===== src/rtl/pot_scan_ctrl.sv =====
// Round-robin scanner for the six EQ pots through the shared A2D; a complete
// set of new settings reaches the band scalers only on an audio sample tick.
module pot_scan_ctrl #(
   parameter int SCAN_GAP = 16,
   parameter int TIMEOUT  = 4096
) (
   input  logic        clk,
   input  logic        rst_n,
   input  logic        cnv_cmplt,
   input  logic [11:0] res,
   input  logic        smpl_tick,
   output logic        strt_cnv,
   output logic [2:0]  chnnl,
   output logic [11:0] LP_pot,
   output logic [11:0] B1_pot,
   output logic [11:0] B2_pot,
   output logic [11:0] B3_pot,
   output logic [11:0] HP_pot,
   output logic [11:0] VOL_pot,
   output logic        pots_vld,
   output logic        scan_done,
   output logic        a2d_err
);

   localparam int          NUM_POTS = 6;
   localparam logic [2:0]  LAST_IDX = 3'd5;
   localparam logic [7:0]  GAP_LAST = 8'(SCAN_GAP - 1);
   localparam logic [15:0] TO_LAST  = 16'(TIMEOUT - 1);

   typedef enum logic [1:0] {GAP, CONV, STORE} state_t;

   state_t      state_q, state_d;
   logic [7:0]  gap_cnt_q, gap_cnt_d;
   logic [15:0] to_cnt_q, to_cnt_d;
   logic [2:0]  scan_idx_q, next_idx;
   logic [11:0] cap_q;
   logic [11:0] shadow_q [NUM_POTS];
   logic [11:0] pot_q    [NUM_POTS];
   logic        pending_q;
   logic        start, capture, store, timeout, commit;

   // Scan position -> A2D channel: LP, B1, B2, B3, HP, VOL.
   function automatic logic [2:0] chan_of(input logic [2:0] idx);
      case (idx)
         3'd0:    chan_of = 3'd1;
         3'd1:    chan_of = 3'd0;
         3'd2:    chan_of = 3'd4;
         3'd3:    chan_of = 3'd2;
         3'd4:    chan_of = 3'd3;
         default: chan_of = 3'd7;
      endcase
   endfunction

   // NOTE: every always_comb output gets a default first, so no path can infer a latch.
   always_comb begin
      state_d   = state_q;
      gap_cnt_d = gap_cnt_q;
      to_cnt_d  = to_cnt_q;
      start     = 1'b0;
      capture   = 1'b0;
      store     = 1'b0;
      timeout   = 1'b0;
      case (state_q)
         GAP: begin
            if (gap_cnt_q == GAP_LAST) begin
               start     = 1'b1;
               gap_cnt_d = '0;
               to_cnt_d  = '0;
               state_d   = CONV;
            end else begin
               gap_cnt_d = gap_cnt_q + 8'd1;
            end
         end
         CONV: begin
            // A completion arriving on the timeout cycle still counts.
            if (cnv_cmplt) begin
               capture = 1'b1;
               state_d = STORE;
            end else if (to_cnt_q == TO_LAST) begin
               timeout   = 1'b1;
               gap_cnt_d = '0;
               state_d   = GAP;
            end else begin
               to_cnt_d = to_cnt_q + 16'd1;
            end
         end
         STORE: begin
            store     = 1'b1;
            gap_cnt_d = '0;
            state_d   = GAP;
         end
         default: begin
            gap_cnt_d = '0;
            state_d   = GAP;
         end
      endcase
   end

   assign next_idx = (scan_idx_q == LAST_IDX) ? 3'd0 : scan_idx_q + 3'd1;
   assign commit   = smpl_tick & pending_q;

   // NOTE: sequential state uses non-blocking assignments so every register updates from pre-edge values.
   always_ff @(posedge clk or negedge rst_n) begin
      if (!rst_n) begin
         state_q    <= GAP;
         gap_cnt_q  <= '0;
         to_cnt_q   <= '0;
         scan_idx_q <= '0;
         chnnl      <= 3'd1;
         strt_cnv   <= 1'b0;
         cap_q      <= '0;
         pending_q  <= 1'b0;
         scan_done  <= 1'b0;
         pots_vld   <= 1'b0;
         a2d_err    <= 1'b0;
      end else begin
         state_q   <= state_d;
         gap_cnt_q <= gap_cnt_d;
         to_cnt_q  <= to_cnt_d;
         strt_cnv  <= start;
         scan_done <= commit;
         if (capture) cap_q    <= res;
         if (timeout) a2d_err  <= 1'b1;
         if (commit)  pots_vld <= 1'b1;
         if (store) begin
            scan_idx_q <= next_idx;
            chnnl      <= chan_of(next_idx);
         end
         // A VOL store coinciding with a commit re-arms pending: those shadows are newer.
         if (store && scan_idx_q == LAST_IDX) pending_q <= 1'b1;
         else if (commit)                     pending_q <= 1'b0;
      end
   end

   // NOTE: the shadow and pot arrays are reset explicitly; the core must read 12'h000 until the first commit.
   always_ff @(posedge clk or negedge rst_n) begin
      if (!rst_n) begin
         for (int i = 0; i < NUM_POTS; i++) begin
            shadow_q[i] <= '0;
            pot_q[i]    <= '0;
         end
      end else begin
         if (store) shadow_q[scan_idx_q] <= cap_q;
         if (commit) begin
            for (int i = 0; i < NUM_POTS; i++) pot_q[i] <= shadow_q[i];
         end
      end
   end

   assign LP_pot  = pot_q[0];
   assign B1_pot  = pot_q[1];
   assign B2_pot  = pot_q[2];
   assign B3_pot  = pot_q[3];
   assign HP_pot  = pot_q[4];
   assign VOL_pot = pot_q[5];

endmodule

===== config.mk =====
export PLATFORM = sky130hd
export DESIGN_NAME = pot_scan_ctrl
export DESIGN_NICKNAME = d
export VERILOG_FILES = /design/src/rtl/pot_scan_ctrl.sv
export SDC_FILE = /design/constraint.sdc
export NUM_CORES = 1
export LEC_CHECK = 0
export BUFFER_PORTS_ARGS = -buffer_cell sky130_fd_sc_hd__buf_2
export CORE_MARGIN = 1.5
export CORE_UTILIZATION = 52
export DETAILED_ROUTE_END_ITERATION = 16
export PLACE_DENSITY = 0.72
export SLEW_MARGIN = 25
export SYNTH_ARGS = -nofsm -noshare
export SYNTH_HDL_FRONTEND = slang
export SYNTH_SLANG_ARGS = --single-unit

===== constraint.sdc =====
create_clock -name clk -period 1.69 [get_ports clk]
set_input_delay 0 -clock clk [delete_from_list [all_inputs] [get_ports clk]]
set_output_delay 0 -clock clk [all_outputs]
set_load 0.02 [all_outputs]

=== After elaboration in Yosys (flattened, before gate mapping) ===
Index checks and enable logic that the tools add are counted.

* $add $sub $neg: 3
* Multiplexer cells: 27
* Reduce and logical (&&, ||, !) cells: 9
* $lt $le $gt $ge: 2
* Bitwise operators: 2
* Eq/ne operators: 14

{| class="wikitable"
|+ Operator list
! kind !! count
|-
| $bwmux W72 || 1
|-
| $mux W16 || 3
|-
| $demux W12 S3 || 1
|-
| $pmux W16 S2 || 1
|-
| $mux W8 || 3
|-
| $add A16 B1 Y16 const B || 1
|-
| $eq A16 B12 Y1 const B || 1
|-
| $pmux W8 S2 || 1
|-
| $pmux W3 S5 || 1
|-
| $mux W12 || 1
|-
| $mux W1 || 10
|-
| $add A8 B1 Y8 const B || 1
|-
| $eq A8 B4 Y1 const B || 1
|-
| $ne A2 B2 Y1 const B || 4
|-
| $eq A3 B2 Y1 const B || 2
|-
| $eq A3 B3 Y1 const B || 2
|-
| $mux W2 || 3
|-
| $ge A4 B4 Y1 const B || 1
|-
| $lt A4 B1 Y1 const B || 1
|-
| $not A3 Y4 || 1
|-
| $pmux W2 S2 || 1
|-
| $reduce_and A2 Y1 || 2
|-
| $reduce_and A4 Y1 || 1
|-
| $reduce_bool A2 Y1 || 2
|-
| 10 further kinds || 11
|}

* Logic and storage cells: 80
* Output and inout port bits: 79
* Flip-flop bits (word level): 193

=== Longest topological paths before layout ===
Gate-level depths: netlist of run 1.

* Word-level depth: 6
* Mapped depth: 8
* Mapped depth without buffers: 6

=== Worst setup path before layout of run 1 ===
OpenSTA, ideal clock, no wires.

* Path kind: register to register
* From: register to_cnt_q[0]
* To: register to_cnt_q[5]
* Slack: -0.126 ns
* Buffers on the path: 2
* Data arrival time: 1.692 ns
* Stages on the path, launching flop included: 8
* Clock period less this slack: 1.816 ns
* Required time: 1.566 ns
* Cell sequence: dfrtp_1 ha_1 and4_1 buf_2 a41o_1 and2_4 buf_6 a211o_1

* Word-level cells in the longest chain between the ends: 4
* Elaborated cells between the ends (all ways): 7
* Those cells by class: add/sub: 1; eq/ne: 2; mux: 3; reduce/logical: 1

{| class="wikitable"
|+ RTL lines
! element !! RTL line !! text
|-
| start, declared || 34 || <nowiki>logic [15:0] to_cnt_q, to_cnt_d;</nowiki>
|-
| start signal, assigned || 119 || <nowiki>to_cnt_q <= to_cnt_d;</nowiki>
|-
| $add A16 B1 Y16 || 84 || <nowiki>to_cnt_d = to_cnt_q + 16'd1;</nowiki>
|-
| $mux W16 || 79 || <nowiki>end else if (to_cnt_q == TO_LAST) begin</nowiki>
|-
| $mux W16 || 76 || <nowiki>if (cnv_cmplt) begin</nowiki>
|-
| $pmux W16 S2 || 63 || <nowiki>case (state_q)</nowiki>
|}

Several ways; a longest one is shown, not always the timed one. The select of a mux whose other input is x is not followed.
A chain may end at the register's enable or synchronous reset.

=== Final worst setup path of run 1 ===
* From: register to_cnt_q[9]
* To: register to_cnt_q[15]

The elaborated chain is that of the path after synthesis.

==> results of run 1 <==
path summary, 6_finish.rpt:
kind | cells after the start | start | end
setup / recovery | 4 | to_cnt_q[9] | to_cnt_q[15]
hold reg to reg | 1 | pots_vld | pots_vld
hold / removal | 2 | rst_n | strt_cnv
min in group clk | 3 | res[4] | cap_q[4]
setup reg to reg | 4 | to_cnt_q[9] | to_cnt_q[15]
max in group asynchronous | 3 | rst_n | chnnl[0]
cells in the final DEF (no fill, tap or decap), types with 3 or more instances in the layout:
cell and instances:
a211o_1 10, a21o_1 3, a21oi_1 5, a31oi_1 9, and3_1 11, buf_12 7
buf_2 93, buf_4 56, bufinv_16 3, clkbuf_16 17, clkbuf_8 4, clkinv_4 3
dfrtp_1 191, dlygate4sd3_1 15, inv_1 8, mux2_2 156, nand2_1 23, nand2b_1 4
nand3_1 9, nand3b_1 3, nand4_1 5, nor3_1 12, o21ai_0 8
through the flow:
stage	utilization [%]	setup slack [ns]	cell area (µm²)	setup TNS, ns	hold slack [ns]
2_1_floorplan	-	-0.03367	7666	-0.2862	-0.2956
3_3_place_gp	61.10	0.02969	8813	0	0.04265
3_5_place_dp	61.10	0.006628	8813	0	0.04934
4_1_cts	66.59	0.001171	9604	0	0.1720
5_1_grt	66.99	-0.03032	9663	-0.1755	0.2005
6_report	66.99	0.02922	9663	0	0.1440
layout make-up:
class	count	area [µm²]
repair buffers	174	1212
fillers	1030	4761
clock buffers	20	466.7
multi-input cells	302	2714
inverters	9	33.78
well taps	184	230.2
clock inverters	12	173.9
flip-flops and latches	193	4832
registers in the layout (all words and copies together), names as in the netlist, 2 cells and up:
name	cells
to_cnt_q	16
B3_pot	12
HP_pot	12
B2_pot	12
state_q	2
gap_cnt_q	8
shadow_q	72
chnnl	3
LP_pot	12
B1_pot	12
scan_idx_q	3
VOL_pot	12
cap_q	12
power groups by stage:
stage | Combinational, mW | Clock [mW] | Sequential, mW
2_1_floorplan | 1.07 | 0 | 5.76
3_3_place_gp | 1.69 | 0 | 5.95
3_5_place_dp | 1.76 | 0 | 5.99
4_1_cts | 1.82 | 4.31 | 5.91
5_1_grt | 2.02 | 4.50 | 6.01
6_report | 1.83 | 4.25 | 5.91
per-layer routing:
layer  wire length (µm)  vias up  part of all wire [%]
li1                   -     2247                     -
met1               7089     2527                    43
met2               8412      110                    51
met3                785       18                   4.7
met4                297        0                   1.8
met5                  0        -                     0
cell families after synthesis:
group	count (synthesis)	synth area share (%)
flops	193	63.15
mux	158	23.23
simple gates	94	7.033
compound gates	46	4.138
buf+inv	33	1.897
xor+xnor	2	0.2290
fa+ha+maj	2	0.3271
worst reg2reg max path, stage by stage, from the launching register on:
cell     delay [ns]
dfrtp_1        0.40
nand3_2        0.13
or4_4          0.54
or3_1          0.36
a31oi_1        0.16
what timing repair did:
item / CTS / global route
hold buffers: 15 / 0
gates resized for setup: 0 / 10
hold endpoints to repair: 79 / 0
setup buffers: 0 / 3
setup endpoints to repair: 0 / 34
==> results.md, run 1 <==
* Ys async rst share at 100.0%
* Worst Path Required at 2.03 ns
* Drt pass-1 iters at 4
* Avg Vias per Cell at 5.483
* Final ANT Viol Nets at 0
* EDFF count, synth at 0
* DRC at 0
* Max incr delay on CP at roughly 0.54 ns
* Die Ht at around 120 µm
* Clock share of power at around 35%
* Total CTS buffers at 17
* Longest Clk Path Bufs at 2
* Crit path cell chain: nand3_2, or4_4, or3_1, a31oi_1
* Met3 Track Usage GR at under 10%
* M1 GR Usage at 28.71%
* Final Power at 11.99 mW
* Clk pin slew, worst setup/hold paths at ~0.070 ns
* Sw frac at between 20% and 30%
* Sequential power share at 49.3%
* Final setup violation count at 0
* Max VDD drop at between 0.0008 and 0.0009 V
* Fin crit share at just under 100%
* Initial core utilization at 53.04%
* Int Power at a little under 9 mW
* Slowest CP cell: or4_4
* Gate power share at between 15 and 20%
* Largest net degree at the start of global routing at 71
* Gpl congestion at around 0.8
* Synth area leader: dfrtp_1
* Setup crit start kind: flip-flop
* Max Fclk at around 600 MHz
* CTS tree: done
* DRT Wirelength at about 17,000 µm
* Final nets at between 700 and 800
* Leakage at about 5.2 nW
* Vias in the first global route at roughly 5,200
* IO Pins at 95
* Vias post-DR at 4,902
* Number of synthesized register bits at ~190
* Die X at around 120 µm
* Status: finished, final reports clean
* GRT Overall Usage at about 22%
* YS warnings at 0
* PwrDens at about 1200 nW/µm²
* Post-DP HPWL at 11,330 µm
* Worst reg2reg setup slack at 0.03 ns
* WP data arrival at 2.00 ns
* Hold Crit Class: input port to asynchronous set/reset pin
* Layout cell share with drive strength beyond 1 at between 50% and 60%
* WP buf/inv at 0
* Skew final at roughly 0.0063 ns
* Initial antenna violation count at 0
* Slew Limit Fails at 0
* Switch Pwr at roughly 3.3 mW
* Die ar. at 15,450 µm²
* Final min period at ~1.7 ns
* Slew margin rel. at between 60 and 70%
* Synth cell count leaders: dfrtp_1, mux2_2, nand2_1
* Actual slew at the worst max-slew pin at a little under 0.6 ns
* Top cells by area, synth: dfrtp_1, mux2_2, nand2_1, a211o_1, and3_1
* Core area at approximately 14,000 µm²
* First-pass GRT wire length at about 27,000 µm
* Synth-to-layout area growth at 26.32%
* CTS HTree Levels at 4
* # rows at 44
* Drt first-iter violations at between 200 and 250
* MaxCap Viol Count at 0
* Syn Inst Count at around 530
* CP delay by family, top: simple AND/OR/NAND/NOR gates
* CTS Sinks at between 150 and 200
* CP endpoint kind: flip-flop
* Placed cell count at approximately 840
* Crit Path Class: flip-flop to flip-flop
* Top cell type's share of synthesized area at a little over three fifths
* GR Layer Usage met2 at 37.75%
* Remaining global-route overflow at 0
* N_diodes at 0
* Post-route insts no fill at between 800 and 900
* GR peak layer: met2
* Syn nets at ~550
* Mapped Avg Cell Area at approximately 14 µm²
* Count leader, synth: dfrtp_1
* Worst-path fanout max at 4
* Post-synth cell types at between 40 and 50
* I/O Buffers at 94
* Synthesized area at 7650 µm²
* Latest clock arrival within the worst-skew pair at around 0.42 ns
* Drt wl/cell at between 15 and 20 µm
* Seq/Total Area, Yosys at 63.15%
* Final hold violation count at 0
* RSZ-0062 raised after global routing: yes
* CTS Root Cell: clkbuf_16
* Post-synth top flop: dfrtp_1
Power figures use the tool's default switching activity.
==> inputs of run 2 (changes only) <==
- CORE_ASPECT_RATIO: unset -> 1.1
==> run 2 against run 1 <==
Effect of this change:
- the run now ends with negative setup slack left
- critical endpoint is now to_cnt_q[3]
- cell count grew 1.1%
- design area up 2.1%
- largest cell class unchanged
- largest power group unchanged
- clock-buffer cell count decreased by 2
- sequential power hardly changed
==> results.md, run 2 (synthesis results as in run 1) <==
* Status: finished, violations left
* Failing checks: negative setup slack
* Layout cell share with drive strength beyond 1 at 53.37% (+1.8 points)
* CP endpoint kind: flip-flop
* Slew margin rel. at 70.35% (+9.4 points)
* Reg2Reg Depth at 6 (+2)
* Register name with the most flops: shadow_q
* I/O Buffers at 94 (unchanged)
* Hold Crit Class: input port to asynchronous set/reset pin
* GR Layer Usage met2 at 39.16% (+1.4 points)
* Leakage at 5.253 nW (+0.33%)
* Minimum hold slack at 0.02335 ns (-0.1207 ns)
* Sw frac at 28.37% (+0.96 points)
* Setup slack at placement at -0.1528 ns (-0.1595 ns)
* Largest register FFs at 72 (unchanged)
* Drt first-iter violations at 204 (-16%)
* Die X at 118.6 µm (-4.5%)
* Skew final at 0.007144 ns (+0.0008217 ns)
* Setup crit start kind: flip-flop
* Commonest cells after routing, fill and taps aside: dfrtp_1, mux2_2, buf_2
* Final hold violation count at 0 (unchanged)
* Worst-path fanout max at 6 (+2)
* Crit Path Class: flip-flop to flip-flop
* Int Power at 8.543 mW (-1.8%)
* Longest Clk Path Bufs at 2 (unchanged)
* Final min period at 1.719 ns (+0.05850 ns)
* Drt pass-1 iters at 4 (unchanged)
* Gate power share at 16.4% (+1.2 points)
* # rows at 46 (+4.5%)
* Die Ht at 130.2 µm (+4.8%)
* CTS tree: done
* DRT Wirelength at 16,840 µm (+1.6%)
* Fin crit share at 101.7% (+3.5 points)
* First-pass GRT wire length at 26,810 µm (-0.99%)
* Commonest non-fill, non-tap cell in the layout: dfrtp_1
* MaxCap Viol Count at 0 (unchanged)
* Worst Path Required at 1.99 ns (-0.04 ns)
* Biggest regs: shadow_q x72, to_cnt_q x16
* Final Power at 11.93 mW (-0.49%)
* IO Pins at 95 (unchanged)
* Final nets at 717 (+0.28%)
* Vias post-DR at 4,914 (+0.24%)
* Latest clock arrival within the worst-skew pair at 0.42 ns (about the same)
* Largest net degree at the start of global routing at 69 (-2.8%)
* Drt wl/cell at 18.63 µm (+0.43%)
* Vias in the first global route at 5,168 (+0.21%)
* Setup WS post-layout at -0.02928 ns (-0.05850 ns)
* Post-DP HPWL at 11,360 µm (+0.31%)
* Remaining global-route overflow at 0 (unchanged)
* Max Fclk at 581.6 MHz (-3.4%)
* RSZ-0062 raised after global routing: yes
* Switch Pwr at 3.383 mW (+3.0%)
* Actual slew at the worst max-slew pin at 0.4447 ns (-0.1403 ns)
* N_diodes at 0 (unchanged)
* WP data arrival at 2.02 ns (+0.02 ns)
* Met3 Track Usage GR at 6.075% (+0.88 points)
* Die ar. at 15,450 µm² (about the same)
* Total CTS buffers at 17 (unchanged)
* Slew Limit Fails at 0 (unchanged)
* Final setup violation count at 11 (+11)
* CTS HTree Levels at 4 (unchanged)
* CTS Sinks at 193 (unchanged)
* Clk pin slew, worst setup/hold paths at 0.07 ns (about the same)
* Synth-to-layout area growth at 28.98%
* Core area at 14,390 µm² (-0.24%)
* GR peak layer: met2
* Final ANT Viol Nets at 0 (unchanged)
* Gpl congestion at 0.8756 (+6.8%)
* Clock share of power at 33.9% (-1.5 points)
* DRC at 0 (unchanged)
* Initial antenna violation count at 0 (unchanged)
* Max VDD drop at 0.0009971 V (+21%)
* Sequential power share at 49.7% (+0.4 points)
* Avg Vias per Cell at 5.436 (-0.86%)
* M1 GR Usage at 27.85% (-0.87 points)
* Initial core utilization at 53.17% (+0.13 points)
* PwrDens at 1209 nW/µm² (-2.5%)
* GRT Overall Usage at 22.65% (+0.18 points)
* CTS Root Cell: clkbuf_16
run 2: power by group through the flow:
stage / registers (mW) / logic (mW) / clock network [mW]
after floorplan: 5.76 / 1.07 / 0
after global placement: 5.96 / 1.64 / 0
after detailed placement: 6.00 / 1.73 / 0
after CTS: 5.93 / 1.87 / 4.11
after global routing: 6.03 / 2.16 / 4.31
final: 5.93 / 1.96 / 4.04
run 2: worst paths after layout:
path | startpoint | endpoint | slack [ns]
max in group asynchronous | rst_n | shadow_q[18] | 0.95
hold / removal | rst_n | scan_idx_q[2] | 0.02
hold reg to reg | pots_vld | pots_vld | 0.48
min in group clk | cnv_cmplt | state_q[1] | 0.03
setup / recovery | to_cnt_q[13] | to_cnt_q[3] | -0.03
setup reg to reg | to_cnt_q[13] | to_cnt_q[3] | -0.03
run 2: cell type report:
type                            instances  area [µm²]
Timing Repair Buffer                  175        1251
Tap cell                              192       240.2
Clock buffer                           18       429.2
Fill cell                            1029        4522
Inverter                                9       36.28
Clock inverter                         14       166.4
Sequential cell                       193        4831
Multi-Input combinational cell        303        2913
run 2: per-stage QoR:
| stage | setup TNS (ns) | cells | cell area [µm²] | utilization, % |
|---|---|---|---|---|
| 2_1_floorplan | -0.2862 | 528 | 7666 | - |
| 3_3_place_gp | -0.08819 | 846 | 8791 | 61.10 |
| 3_5_place_dp | -1.153 | 846 | 8791 | 61.10 |
| 4_1_cts | -0.01739 | 901 | 9671 | 67.21 |
| 5_1_grt | -1.874 | 904 | 9867 | 68.57 |
| 6_report | -0.1486 | 904 | 9867 | 68.57 |
run 2: worst max-delay path, cell delays in order (launching register included):
cell and delay [ns]:
dfrtp_1 0.42, nor4_4 0.34, buf_4 0.18, a41o_4 0.22, buf_6 0.13, nor3_1 0.05, a211o_1 0.27
run 2: what timing repair did:
action,CTS,global route
setup endpoints to repair,25,71
pin swaps,14,14
resized for setup,15,43
hold buffers,15,0
gates cloned,1,0
hold endpoints to repair,208,0
setup buffers,8,3
run 2: per-layer routing:
layer  part of all wire, %  routed length [µm]
met5                     0                   0
met4                   1.2                 202
met3                   4.8                 805
met2                    52                8711
met1                    42                7123
==> inputs of run 3 (changes only) <==
- CELL_PAD_IN_SITES_DETAIL_PLACEMENT: unset -> 2
- CELL_PAD_IN_SITES_GLOBAL_PLACEMENT: unset -> 2
- CORE_UTILIZATION: 52 -> 37
==> run 3 against run 2 <==
Effect of this change:
- the run still ends with negative setup slack left
- clock power rose by 4%
- utilization fell by 17 points
- clock skew increased by 0.0034 ns
- worst setup slack got worse by 0.12 ns
- maximum frequency down 6.5%
- clock-buffer cell count down 1
- non-clock buffer count rose by 19
- first-iteration DRC count shrank 40%
- total power grew 5.7%
- design area grew 4.3%
- hold slack improved by 0.063 ns
- combinational power is 20% higher
- critical path type unchanged
- highest routed layer unchanged
==> results.md, run 3 (synthesis results as in run 1) <==
* Register name with the most flops: shadow_q
* Worst reg2reg setup slack at -0.15 ns (-0.12 ns)
* Initial antenna violation count at 1 (+1)
* Worst Path Required at 2.01 ns (+0.02 ns)
* Vias in the first global route at 6,124 (+18%)
* Gpl congestion at 0.8229 (-6.0%)
* Design area at 10,290 µm² (+4.3%)
* Slew margin rel. at 65.19% (-5.2 points)
* Largest net degree at the start of global routing at 59 (-14%)
* Sw frac at 31.94% (+3.6 points)
* Die ar. at 21,550 µm² (+39%)
* CTS tree: done
* Reg2Reg Depth at 6 (unchanged)
* Skew final at 0.01054 ns (+0.003399 ns)
* WP data arrival at 2.16 ns (+0.14 ns)
* Die X at 140.1 µm (+18%)
* Clk pin slew, worst setup/hold paths at 0.08 ns (about the same)
* Drt wl/cell at 24.71 µm (+33%)
* Commonest non-fill, non-tap cell in the layout: dfrtp_1
* Total CTS buffers at 17 (unchanged)
* Clock share of power at 33.3% (-0.6 points)
* Final hold violation count at 0 (unchanged)
* Commonest cells after routing, fill and taps aside: dfrtp_1, mux2_2, buf_2
* Final setup TNS at -3.012 ns (-2.864 ns)
* Largest register FFs at 72 (unchanged)
* GRT Overall Usage at 22.50% (-0.14 points)
* Avg Vias per Cell at 5.343 (-1.7%)
* Post-route insts no fill at 984 (+8.8%)
* DRT Wirelength at 24,320 µm (+44%)
* Int Power at 8.578 mW (+0.41%)
* Drt first-iter violations at 122 (-40%)
* MaxCap Viol Count at 0 (unchanged)
* Gate power share at 18.7% (+2.3 points)
* Biggest regs: shadow_q x72, to_cnt_q x16
* Hold Crit Class: input port to asynchronous set/reset pin
* Fin crit share at 108.9% (+7.1 points)
* Final setup violation count at 49 (+38)
* First-pass GRT wire length at 36,400 µm (+36%)
* Latest clock arrival within the worst-skew pair at 0.44 ns (+0.02 ns)
* Setup crit start kind: flip-flop
* Post-DP HPWL at 14,780 µm (+30%)
* Switch Pwr at 4.026 mW (+19%)
* CTS HTree Levels at 4 (unchanged)
* CTS Sinks at 193 (unchanged)
* Setup WS post-layout at -0.1496 ns (-0.1203 ns)
* Max Fclk at 543.6 MHz (-6.5%)
* Final Power at 12.60 mW (+5.7%)
* Die Ht at 153.8 µm (+18%)
* Minimum hold slack at 0.08676 ns (+0.06341 ns)
* Initial core utilization at 38.12% (-15 points)
* Vias post-DR at 5,258 (+7.0%)
* Failing checks: negative setup slack
* Final min period at 1.840 ns (+0.1203 ns)
* Drt pass-1 iters at 4 (unchanged)
* Placed instance area at 8914 µm² (+1.4%)
* Sequential power share at 48.1% (-1.6 points)
* CP endpoint kind: flip-flop
* # rows at 54 (+17%)
* RSZ-0062 raised after global routing: yes
* IO Pins at 95 (unchanged)
* Placed cell count at 914 (+8.0%)
* I/O Buffers at 94 (unchanged)
* Remaining global-route overflow at 0 (unchanged)
* Max VDD drop at 0.0007159 V (-28%)
* Core area at 20,070 µm² (+39%)
* R2R Path End: to_cnt_q[3]
* Slew Limit Fails at 0 (unchanged)
* CTS Root Cell: clkbuf_16
* R2R Path Start: to_cnt_q[13]
* Crit Path Class: flip-flop to flip-flop
* Worst-path fanout max at 5 (-1)
* Final nets at 736 (+2.6%)
* Final ANT Viol Nets at 0 (unchanged)
* DRC at 0 (unchanged)
* Actual slew at the worst max-slew pin at 0.5221 ns (+0.07738 ns)
* Longest Clk Path Bufs at 2 (unchanged)
* PwrDens at 1225 nW/µm² (+1.4%)
* Status: finished, violations left
* Leakage at 5.406 nW (+2.9%)
* Layout cell share with drive strength beyond 1 at 56.36% (+3.0 points)
* Synth-to-layout area growth at 34.49%
[run 3: power groups by stage]
stage	Combinational [mW]	Sequential, mW	Clock, mW
final	2.35	6.06	4.19
after global routing	2.55	6.14	4.45
after CTS	2.06	6.01	4.27
after detailed placement	1.84	6.06	0
after global placement	1.69	5.99	0
after floorplan	1.07	5.76	0
[run 3: final cells by class]
type,instances,area [µm²]
tap,252,315.3
clock inverter,15,195.2
antenna,1,2.502
clock buffer,17,425.4
sequential,193,4835
inverter,9,36.28
fill,1834,9778
multi-input combinational,303,3027
timing repair buffer,194,1453
[run 3: per-stage QoR]
step	setup slack, ns	utilization [%]
floorplan	-0.03367	-
global placement	-0.007629	44.42
detailed placement	-0.1483	44.42
CTS	-0.06473	49.53
global route	-0.1956	51.27
finish	-0.1496	51.27
[run 3: how the worst max path moves through the flow]
stage,slack (ns),depth (start not counted),endpoint,startpoint
2_1_floorplan,-0.03,7,to_cnt_q[5],to_cnt_q[1]
3_3_place_gp,-0.008,6,to_cnt_q[9],to_cnt_q[13]
3_5_place_dp,-0.15,6,to_cnt_q[14],to_cnt_q[0]
4_1_cts,-0.06,6,to_cnt_q[4],to_cnt_q[0]
5_1_grt,-0.20,6,to_cnt_q[3],to_cnt_q[13]
6_report,-0.15,6,to_cnt_q[3],to_cnt_q[13]
[run 3: routing by layer]
| layer | GRT usage [%] | share of wire, % | routed length (µm) |
|---|---|---|---|
| met2 | 43.24 | 56 | 13590 |
| met3 | 5.699 | 3.9 | 955 |
| met4 | 7.469 | 1.9 | 453 |
| met1 | 23.78 | 38 | 9313 |
| met5 | 0 | 0 | 0 |
[run 3: worst max-delay path, stage by stage (launching register included)]
cell and delay [ns]:
dfrtp_1 0.42, nor4_4 0.38, buf_4 0.20, a41o_4 0.23, buf_4 0.14, nor3_1 0.06, a211o_1 0.29
[run 3: timing repair]
item                                    4_1_cts  5_1_grt
hold buffers                                 15        0
pin swaps                                    17       15
endpoints found under the hold margin       166        0
endpoints found under the setup margin       62       82
setup buffers                                12        9
gates resized for setup                      28       64
cloned                                        2        2
